===== src/rtl/sobel_frame_scheduler_if.sv =====
// Handshake bundle between the ping-pong frame scheduler, the capture writer and the Sobel/move engine.
// SOBEL_SCHED_TIMEOUT_EN adds the engine abort pulse and the timeout error counter.
interface sobel_frame_scheduler_if #(
  parameter int ADDR_WIDTH = 16,
  parameter int CNT_WIDTH  = 16
);
  logic                  cfg_enable;
  logic                  cfg_run;
  logic                  cap_done;
  logic [ADDR_WIDTH-1:0] cap_num_cnt;
  logic                  cap_bank;
  logic                  cap_en;
  logic                  eng_start;
  logic                  eng_bank;
  logic [ADDR_WIDTH-1:0] eng_num_cnt;
  logic                  eng_run;
  logic                  eng_done;
  logic [2:0]            o_state;
  logic                  o_busy;
  logic [CNT_WIDTH-1:0]  o_frame_cnt;
  logic [CNT_WIDTH-1:0]  o_drop_cnt;
`ifdef SOBEL_SCHED_TIMEOUT_EN
  logic                  eng_abort;
  logic [CNT_WIDTH-1:0]  o_err_cnt;
`endif

  modport master (
    input  cfg_enable, cfg_run, cap_done, cap_num_cnt, eng_done,
    output cap_bank, cap_en, eng_start, eng_bank, eng_num_cnt, eng_run,
           o_state, o_busy, o_frame_cnt, o_drop_cnt
`ifdef SOBEL_SCHED_TIMEOUT_EN
    , output eng_abort, o_err_cnt
`endif
  );

  modport slave (
    output cfg_enable, cfg_run, cap_done, cap_num_cnt, eng_done,
    input  cap_bank, cap_en, eng_start, eng_bank, eng_num_cnt, eng_run,
           o_state, o_busy, o_frame_cnt, o_drop_cnt
`ifdef SOBEL_SCHED_TIMEOUT_EN
    , input eng_abort, o_err_cnt
`endif
  );
endinterface


===== src/rtl/sobel_frame_scheduler.sv =====
// Ping-pong frame scheduler: steers capture into a free BRAM bank and hands full banks to the engine.
// Optional engine watchdog enabled by defining SOBEL_SCHED_TIMEOUT_EN.
module sobel_frame_scheduler #(
  parameter int ADDR_WIDTH     = 16,
  parameter int CNT_WIDTH      = 16,
  parameter int TIMEOUT_CYCLES = 200000
) (
  input logic                    clk,
  input logic                    rst,
  sobel_frame_scheduler_if.master bus
);

  typedef enum logic [2:0] {
    S_IDLE  = 3'd0,
    S_WAIT  = 3'd1,
    S_START = 3'd2,
    S_PROC  = 3'd3,
    S_REL   = 3'd4
  } state_t;

  typedef enum logic [1:0] {
    B_FREE = 2'd0,
    B_FULL = 2'd1,
    B_BUSY = 2'd2
  } bank_st_t;

  state_t                r_state;
  bank_st_t              r_bank_st [2];
  logic [ADDR_WIDTH-1:0] r_bank_cnt [2];
  logic                  r_cap_bank;
  logic                  r_cap_en;
  logic                  r_eng_start;
  logic                  r_eng_bank;
  logic [ADDR_WIDTH-1:0] r_eng_num_cnt;
  logic                  r_eng_run;
  logic                  r_busy;
  logic [CNT_WIDTH-1:0]  r_frame_cnt;
  logic [CNT_WIDTH-1:0]  r_drop_cnt;

`ifdef SOBEL_SCHED_TIMEOUT_EN
  localparam int TO_W = (TIMEOUT_CYCLES > 1) ? $clog2(TIMEOUT_CYCLES + 1) : 1;
  logic [TO_W-1:0]       r_to_cnt;
  logic                  r_eng_abort;
  logic [CNT_WIDTH-1:0]  r_err_cnt;
  logic                  w_timeout;
`endif

  logic w_other;
  logic w_cap_evt;
  logic w_other_free;
  logic w_accept;
  logic w_drop;
  logic w_full_any;
  logic w_full_sel;

  // The capture-owned bank is always FREE, so at most one other bank can be FULL or BUSY.
  // A bank being released in S_REL is already free for the capture decision.
  assign w_other      = ~r_cap_bank;
  assign w_cap_evt    = bus.cap_done & r_cap_en;
  assign w_other_free = (r_bank_st[w_other] == B_FREE) ||
                        ((r_state == S_REL) && (r_bank_st[w_other] == B_BUSY));
  assign w_accept     = w_cap_evt & w_other_free;
  assign w_drop       = w_cap_evt & ~w_other_free;
  assign w_full_any   = (r_bank_st[0] == B_FULL) || (r_bank_st[1] == B_FULL);
  assign w_full_sel   = (r_bank_st[0] == B_FULL) ? 1'b0 : 1'b1;

`ifdef SOBEL_SCHED_TIMEOUT_EN
  assign w_timeout = (r_to_cnt == TO_W'(TIMEOUT_CYCLES - 1));
`endif

  always_ff @(posedge clk) begin
    if (w_accept) begin
      r_bank_cnt[r_cap_bank] <= bus.cap_num_cnt;
    end
  end

  always_ff @(posedge clk) begin
    if (rst) begin
      r_state       <= S_IDLE;
      r_bank_st[0]  <= B_FREE;
      r_bank_st[1]  <= B_FREE;
      r_cap_bank    <= 1'b0;
      r_cap_en      <= 1'b0;
      r_eng_start   <= 1'b0;
      r_eng_bank    <= 1'b0;
      r_eng_num_cnt <= '0;
      r_eng_run     <= 1'b0;
      r_busy        <= 1'b0;
      r_frame_cnt   <= '0;
      r_drop_cnt    <= '0;
`ifdef SOBEL_SCHED_TIMEOUT_EN
      r_to_cnt      <= '0;
      r_eng_abort   <= 1'b0;
      r_err_cnt     <= '0;
`endif
    end else begin
      r_cap_en    <= bus.cfg_enable;
      r_eng_start <= 1'b0;
`ifdef SOBEL_SCHED_TIMEOUT_EN
      r_eng_abort <= 1'b0;
`endif

      if (w_accept) begin
        r_bank_st[r_cap_bank] <= B_FULL;
        r_cap_bank            <= ~r_cap_bank;
      end
      if (w_drop) begin
        r_drop_cnt <= r_drop_cnt + CNT_WIDTH'(1);
      end

      case (r_state)
        S_IDLE: begin
          if (bus.cfg_enable) begin
            r_state <= S_WAIT;
          end
        end

        S_WAIT: begin
          if (!bus.cfg_enable) begin
            r_state <= S_IDLE;
          end else if (w_full_any) begin
            r_state                <= S_START;
            r_busy                 <= 1'b1;
            r_eng_start            <= 1'b1;
            r_eng_bank             <= w_full_sel;
            r_eng_num_cnt          <= r_bank_cnt[w_full_sel];
            r_eng_run              <= bus.cfg_run;
            r_bank_st[w_full_sel]  <= B_BUSY;
          end
        end

        S_START: begin
          r_state <= S_PROC;
`ifdef SOBEL_SCHED_TIMEOUT_EN
          r_to_cnt <= '0;
`endif
        end

        S_PROC: begin
          if (bus.eng_done) begin
            r_state <= S_REL;
`ifdef SOBEL_SCHED_TIMEOUT_EN
          end else if (w_timeout) begin
            r_state     <= S_REL;
            r_eng_abort <= 1'b1;
            r_err_cnt   <= r_err_cnt + CNT_WIDTH'(1);
          end else begin
            r_to_cnt <= r_to_cnt + TO_W'(1);
`endif
          end
        end

        S_REL: begin
          r_bank_st[r_eng_bank] <= B_FREE;
          r_busy                <= 1'b0;
`ifdef SOBEL_SCHED_TIMEOUT_EN
          if (!r_eng_abort) begin
            r_frame_cnt <= r_frame_cnt + CNT_WIDTH'(1);
          end
`else
          r_frame_cnt <= r_frame_cnt + CNT_WIDTH'(1);
`endif
          r_state <= bus.cfg_enable ? S_WAIT : S_IDLE;
        end

        default: begin
          r_state <= S_IDLE;
          r_busy  <= 1'b0;
        end
      endcase
    end
  end

  // Structural invariants of the two-bank ownership scheme.
  always_ff @(posedge clk) begin
    if (!rst) begin
      assert (!((r_bank_st[0] == B_BUSY) && (r_bank_st[1] == B_BUSY)));
      assert (!((r_bank_st[r_eng_bank] == B_BUSY) && (r_eng_bank == r_cap_bank)));
      assert (TIMEOUT_CYCLES > 0);
    end
  end

  assign bus.cap_bank    = r_cap_bank;
  assign bus.cap_en      = r_cap_en;
  assign bus.eng_start   = r_eng_start;
  assign bus.eng_bank    = r_eng_bank;
  assign bus.eng_num_cnt = r_eng_num_cnt;
  assign bus.eng_run     = r_eng_run;
  assign bus.o_state     = r_state;
  assign bus.o_busy      = r_busy;
  assign bus.o_frame_cnt = r_frame_cnt;
  assign bus.o_drop_cnt  = r_drop_cnt;
`ifdef SOBEL_SCHED_TIMEOUT_EN
  assign bus.eng_abort   = r_eng_abort;
  assign bus.o_err_cnt   = r_err_cnt;
`endif

endmodule


===== src/flat_wrapper.sv =====
// flat-port wrapper written by rule: the top's interface ports become plain ports
module sobel_frame_scheduler_flat 
#(
  parameter int ADDR_WIDTH     = 16,
  parameter int CNT_WIDTH      = 16,
  parameter int TIMEOUT_CYCLES = 200000
)
  (clk, rst, bus_cfg_enable, bus_cfg_run, bus_cap_done, bus_cap_num_cnt, bus_eng_done, bus_cap_bank, bus_cap_en, bus_eng_start, bus_eng_bank, bus_eng_num_cnt, bus_eng_run, bus_o_state, bus_o_busy, bus_o_frame_cnt, bus_o_drop_cnt);
  sobel_frame_scheduler_if #(.ADDR_WIDTH(ADDR_WIDTH), .CNT_WIDTH(CNT_WIDTH)) bus_i ();
  input logic clk;
  input logic rst;
  input wire logic [$bits(bus_i.cfg_enable)-1:0] bus_cfg_enable;
  input wire logic [$bits(bus_i.cfg_run)-1:0] bus_cfg_run;
  input wire logic [$bits(bus_i.cap_done)-1:0] bus_cap_done;
  input wire logic [$bits(bus_i.cap_num_cnt)-1:0] bus_cap_num_cnt;
  input wire logic [$bits(bus_i.eng_done)-1:0] bus_eng_done;
  output wire logic [$bits(bus_i.cap_bank)-1:0] bus_cap_bank;
  output wire logic [$bits(bus_i.cap_en)-1:0] bus_cap_en;
  output wire logic [$bits(bus_i.eng_start)-1:0] bus_eng_start;
  output wire logic [$bits(bus_i.eng_bank)-1:0] bus_eng_bank;
  output wire logic [$bits(bus_i.eng_num_cnt)-1:0] bus_eng_num_cnt;
  output wire logic [$bits(bus_i.eng_run)-1:0] bus_eng_run;
  output wire logic [$bits(bus_i.o_state)-1:0] bus_o_state;
  output wire logic [$bits(bus_i.o_busy)-1:0] bus_o_busy;
  output wire logic [$bits(bus_i.o_frame_cnt)-1:0] bus_o_frame_cnt;
  output wire logic [$bits(bus_i.o_drop_cnt)-1:0] bus_o_drop_cnt;
  assign bus_i.cfg_enable = bus_cfg_enable;
  assign bus_i.cfg_run = bus_cfg_run;
  assign bus_i.cap_done = bus_cap_done;
  assign bus_i.cap_num_cnt = bus_cap_num_cnt;
  assign bus_i.eng_done = bus_eng_done;
  assign bus_cap_bank = bus_i.cap_bank;
  assign bus_cap_en = bus_i.cap_en;
  assign bus_eng_start = bus_i.eng_start;
  assign bus_eng_bank = bus_i.eng_bank;
  assign bus_eng_num_cnt = bus_i.eng_num_cnt;
  assign bus_eng_run = bus_i.eng_run;
  assign bus_o_state = bus_i.o_state;
  assign bus_o_busy = bus_i.o_busy;
  assign bus_o_frame_cnt = bus_i.o_frame_cnt;
  assign bus_o_drop_cnt = bus_i.o_drop_cnt;
  sobel_frame_scheduler #(.ADDR_WIDTH(ADDR_WIDTH), .CNT_WIDTH(CNT_WIDTH), .TIMEOUT_CYCLES(TIMEOUT_CYCLES)) u_core (.clk(clk), .rst(rst), .bus(bus_i));
endmodule

===== config.mk =====
export PLATFORM = sky130hd
export DESIGN_NAME = sobel_frame_scheduler_flat
export DESIGN_NICKNAME = d
export VERILOG_FILES = /design/src/rtl/sobel_frame_scheduler_if.sv /design/src/rtl/sobel_frame_scheduler.sv /design/src/flat_wrapper.sv
export SDC_FILE = /design/constraint.sdc
export NUM_CORES = 1
export LEC_CHECK = 0
export ABC_AREA = 1
export CELL_PAD_IN_SITES_DETAIL_PLACEMENT = 1
export CELL_PAD_IN_SITES_GLOBAL_PLACEMENT = 2
export CORE_UTILIZATION = 31
export CTS_CLUSTER_SIZE = 30
export DETAILED_ROUTE_END_ITERATION = 10
export PLACE_DENSITY = 0.9
export SLEW_MARGIN = 10
export SYNTH_ARGS = -nofsm -noshare
export SYNTH_HDL_FRONTEND = slang
export SYNTH_SLANG_ARGS = --single-unit
export TNS_END_PERCENT = 20

===== constraint.sdc =====
create_clock -name clk -period 1.9 [get_ports clk]
set_input_delay 0.38 -clock clk [delete_from_list [all_inputs] [get_ports clk]]
set_output_delay 0.38 -clock clk [all_outputs]
set_load 0.02 [all_outputs]

==> results.sh <==
export IMPL_status="completed"
export IMPL_min_delay_start="u_core.bus.o_drop_cnt[15]"
export IMPL_yosysUniqueCellTypes=37
export IMPL_detail_route_antenna_nets=0
export IMPL_synth_edf_count=34
export IMPL_cp_depth=1
export IMPL_crit_family="buffers and inverters"
export IMPL_cts_tree="yes"
export IMPL_rsz0062_at_grt="false"
export IMPL_tns_ns=0
export IMPL_drive_gt1_frac=0.1246
export IMPL_synth_cells=472
export IMPL_r2r_end="u_core.bus.o_frame_cnt[12]"
export IMPL_skew_ns=0.006048
export IMPL_clkSinkCount=93
export IMPL_setup_slack_ns=0.07580
export IMPL_crit_required_ns=1.52
export IMPL_ys_seq_area_frac=0.5425
export IMPL_rrSetupSlack_ns=0.24
export IMPL_hold_class="reg -> reg"
export IMPL_power_density_mw_per_mm2=763.0
export IMPL_cts_buffer_depth=2
export IMPL_dp_slack_ns=-0.1581
export IMPL_grt_pass1_wl_um=17880
export IMPL_max_freq_mhz=548.2
export IMPL_drc=0
export IMPL_antenna_found_initial=0
export IMPL_slowest_stage="clkdlybuf4s50_1"
export IMPL_syn_num_nets=496
export IMPL_wl_per_cell_um=14.65
export IMPL_ios=79
export IMPL_insertion_delay_ns=0.35
export IMPL_ir_drop_mv=0.5406
export IMPL_cts_buffers=9
export IMPL_tightest_slew_ns=0.3669
export IMPL_min_delay_path_depth=2
export IMPL_die_y_um=116.4
export IMPL_power_frac_comb=0.057
export IMPL_r2r_start="u_core.bus.o_frame_cnt[0]"
export IMPL_fin_crit_ns=1.824
export IMPL_grt_max_degree=36
export IMPL_cp_arrival_ns=1.44
export IMPL_firstDrtPassIters=4
export IMPL_htree_levels=3
export IMPL_initial_core_util=0.3203
export IMPL_final_util=0.4280
export IMPL_synth_top_area_cell="dfxtp_1"
export IMPL_synth_avg_cell_area_sq_um=8.599
export IMPL_cts_hold_buf=0
export IMPL_slew_limit_headroom=0.7554
export IMPL_hold_viol=0
export IMPL_area_growth_pct=33.60
export IMPL_yosysMostFrequentCell="nand2_1"
export IMPL_root_buffer="clkbuf_16"
export IMPL_nets=589
export IMPL_yosys_area_top_type_share=0.2910
export IMPL_portBuffers=78
export IMPL_reg2reg_depth=6
export IMPL_drtIter0Drc=123
export IMPL_synth_warnings=0
export IMPL_fin_crit_sh=0.9601
export IMPL_fillers=1514
export IMPL_hpwlAfterDp_um=7957
export IMPL_crit_chain="clkdlybuf4s50_1"
export IMPL_synthTopCellsByCount="119 x nand2_1, 59 x dfxtp_1, 50 x nor2_1, 41 x inv_1, 34 x edfxtp_1"
export IMPL_endpoint_kind="output pin"
export IMPL_drv_cap=0
export IMPL_path_max_fanout=4
export IMPL_worst_path_buf_inv=1
export IMPL_power_internal_w=0.003130
export IMPL_coreArea_sq_mm=0.01267
export IMPL_grt_overflow_total=0
export IMPL_rows=41
export IMPL_vias=3525
export IMPL_startpoint_type="flop"
export IMPL_swShare=0.2436
export IMPL_maxSlewViolCount=0
export IMPL_power_frac_seq=0.510
export IMPL_gp_congestion=0.7796
export IMPL_grt_pass1_vias=3702
export IMPL_syn_area_sq_mm=0.004059
export IMPL_wl_um=10870
export IMPL_finalSetupViolations=0
export IMPL_fin_hold_ws_ns=0.4973
export IMPL_pwr_share_clk=0.434
export IMPL_hold_path_end="u_core.bus.o_drop_cnt[15]"
export IMPL_p_switching_w=0.001008
export IMPL_design_die_area_sq_mm=0.01355
export IMPL_async_reset_ff_frac=0
export IMPL_p_leak_nw=2.054
export IMPL_grt_use_total=0.1747
export IMPL_critPathMaxStageDelay_ns=0.66
export IMPL_clk_pin_slew_ns=0.07
export IMPL_yosys_register_bits=93
export IMPL_crit_type="reg -> out"
export IMPL_post_cts_setup_buffer_count=0
export IMPL_synth_area_top_cells="dfxtp_1 29%, edfxtp_1 25%, nand2_1 11%"
export IMPL_n_antenna_cell=0
export IMPL_ys_flop_type="dfxtp_1"
export IMPL_die_width_um=116.4
export IMPL_vias_per_cell=4.751
[how the worst max path moves through the flow]
stage                                         end  slack (ns)                      start
after floorplan           u_core.r_bank_cnt[0][0]        0.14      u_core.bus.o_state[0]
after global placement     u_core.r_bank_st[1][1]      -0.004             bus_cfg_enable
after detailed placement   u_core.r_bank_st[0][1]       -0.16             bus_cfg_enable
after CTS                      bus_o_frame_cnt[9]        0.03  u_core.bus.o_frame_cnt[9]
after global routing               bus_o_state[1]      0.0007      u_core.bus.o_state[1]
final                              bus_o_state[1]        0.08      u_core.bus.o_state[1]
[metrics by stage]
step	power (W)	cell area (sq um)	std cells
final	0.004138	5423	742
after global routing	0.004315	5423	742
after CTS	0.004207	5415	742
after detailed placement	0.002395	5115	726
after global placement	0.002387	5115	726
after floorplan	0.002271	4059	472
[state kept, by name, indices dropped and copies added (netlist names), 3 cells and up]
register	count
u_core.bus.eng_num_cnt	16
u_core.bus.o_drop_cnt	16
u_core.bus.o_frame_cnt	16
u_core.bus.o_state	3
u_core.r_bank_cnt	32
u_core.r_bank_st	4
[cell type report]
cell class / instances / area (sq um) / area share
clock buffer: 9 / 225.2 / 0.04153
clock inverter: 7 / 77.57 / 0.01431
inverter: 47 / 178.9 / 0.03300
multi-input combinational: 317 / 1570 / 0.2896
sequential: 93 / 2202 / 0.4061
tap: 172 / 215.2 / 0.03969
timing repair buffer: 97 / 953.4 / 0.1758
[cell families after synthesis]
group,count (synthesis),synth area share
AND/OR/NAND/NOR,230,0.2540
flip-flops,93,0.5425
AO/OA/AOI/OAI,78,0.1116
buffers and inverters,62,0.07059
XOR/XNOR,7,0.01511
adder cells (fa/ha/maj),2,0.006164
[layer usage]
layer	global-route usage	part of all wire	wire (um)	up-vias
li1	-	-	-	1751
met1	0.1941	0.44	4752	1705
met2	0.3195	0.51	5512	57
met3	0.04619	0.042	462	12
met4	0.06239	0.013	145	0
met5	0	0	0	-
[repair_timing]
| action | 4_1_cts | 5_1_grt |
|---|---|---|
| endpoints found under the hold margin | 0 | 0 |
| resized for setup | 2 | 3 |
| endpoints found under the setup margin | 2 | 3 |
[power groups by stage]
| stage | Sequential [W] | Combinational (W) | Clock, W |
|---|---|---|---|
| 2_1_floorplan | 0.00217 | 0.000105 | 0 |
| 3_3_place_gp | 0.00215 | 0.000233 | 0 |
| 3_5_place_dp | 0.00215 | 0.000240 | 0 |
| 4_1_cts | 0.00211 | 0.000239 | 0.00186 |
| 5_1_grt | 0.00211 | 0.000257 | 0.00194 |
| 6_report | 0.00211 | 0.000235 | 0.00179 |
[cell usage in the layout (no fill, tap or decap), drive strengths merged]
| cell | count |
|---|---|
| a31oi | 17 |
| dlygate4sd2 | 2 |
| nand2 | 132 |
| nor3b | 1 |
| buf | 19 |
| clkinv | 3 |
| dlymetal6s2s | 3 |
| ha | 2 |
| clkinvlp | 1 |
| a21oi | 23 |
| nor3 | 6 |
| clkbuf | 9 |
| o21a | 1 |
| xor2 | 5 |
| o21bai | 2 |
| inv | 50 |
| edfxtp | 34 |
| clkdlybuf4s50 | 73 |
| o21ai | 35 |
| dfxtp | 59 |
| xnor2 | 2 |
| nand3 | 24 |
| or2 | 1 |
| nor2 | 55 |
| nand4 | 11 |
Power figures use the tool's default switching activity.
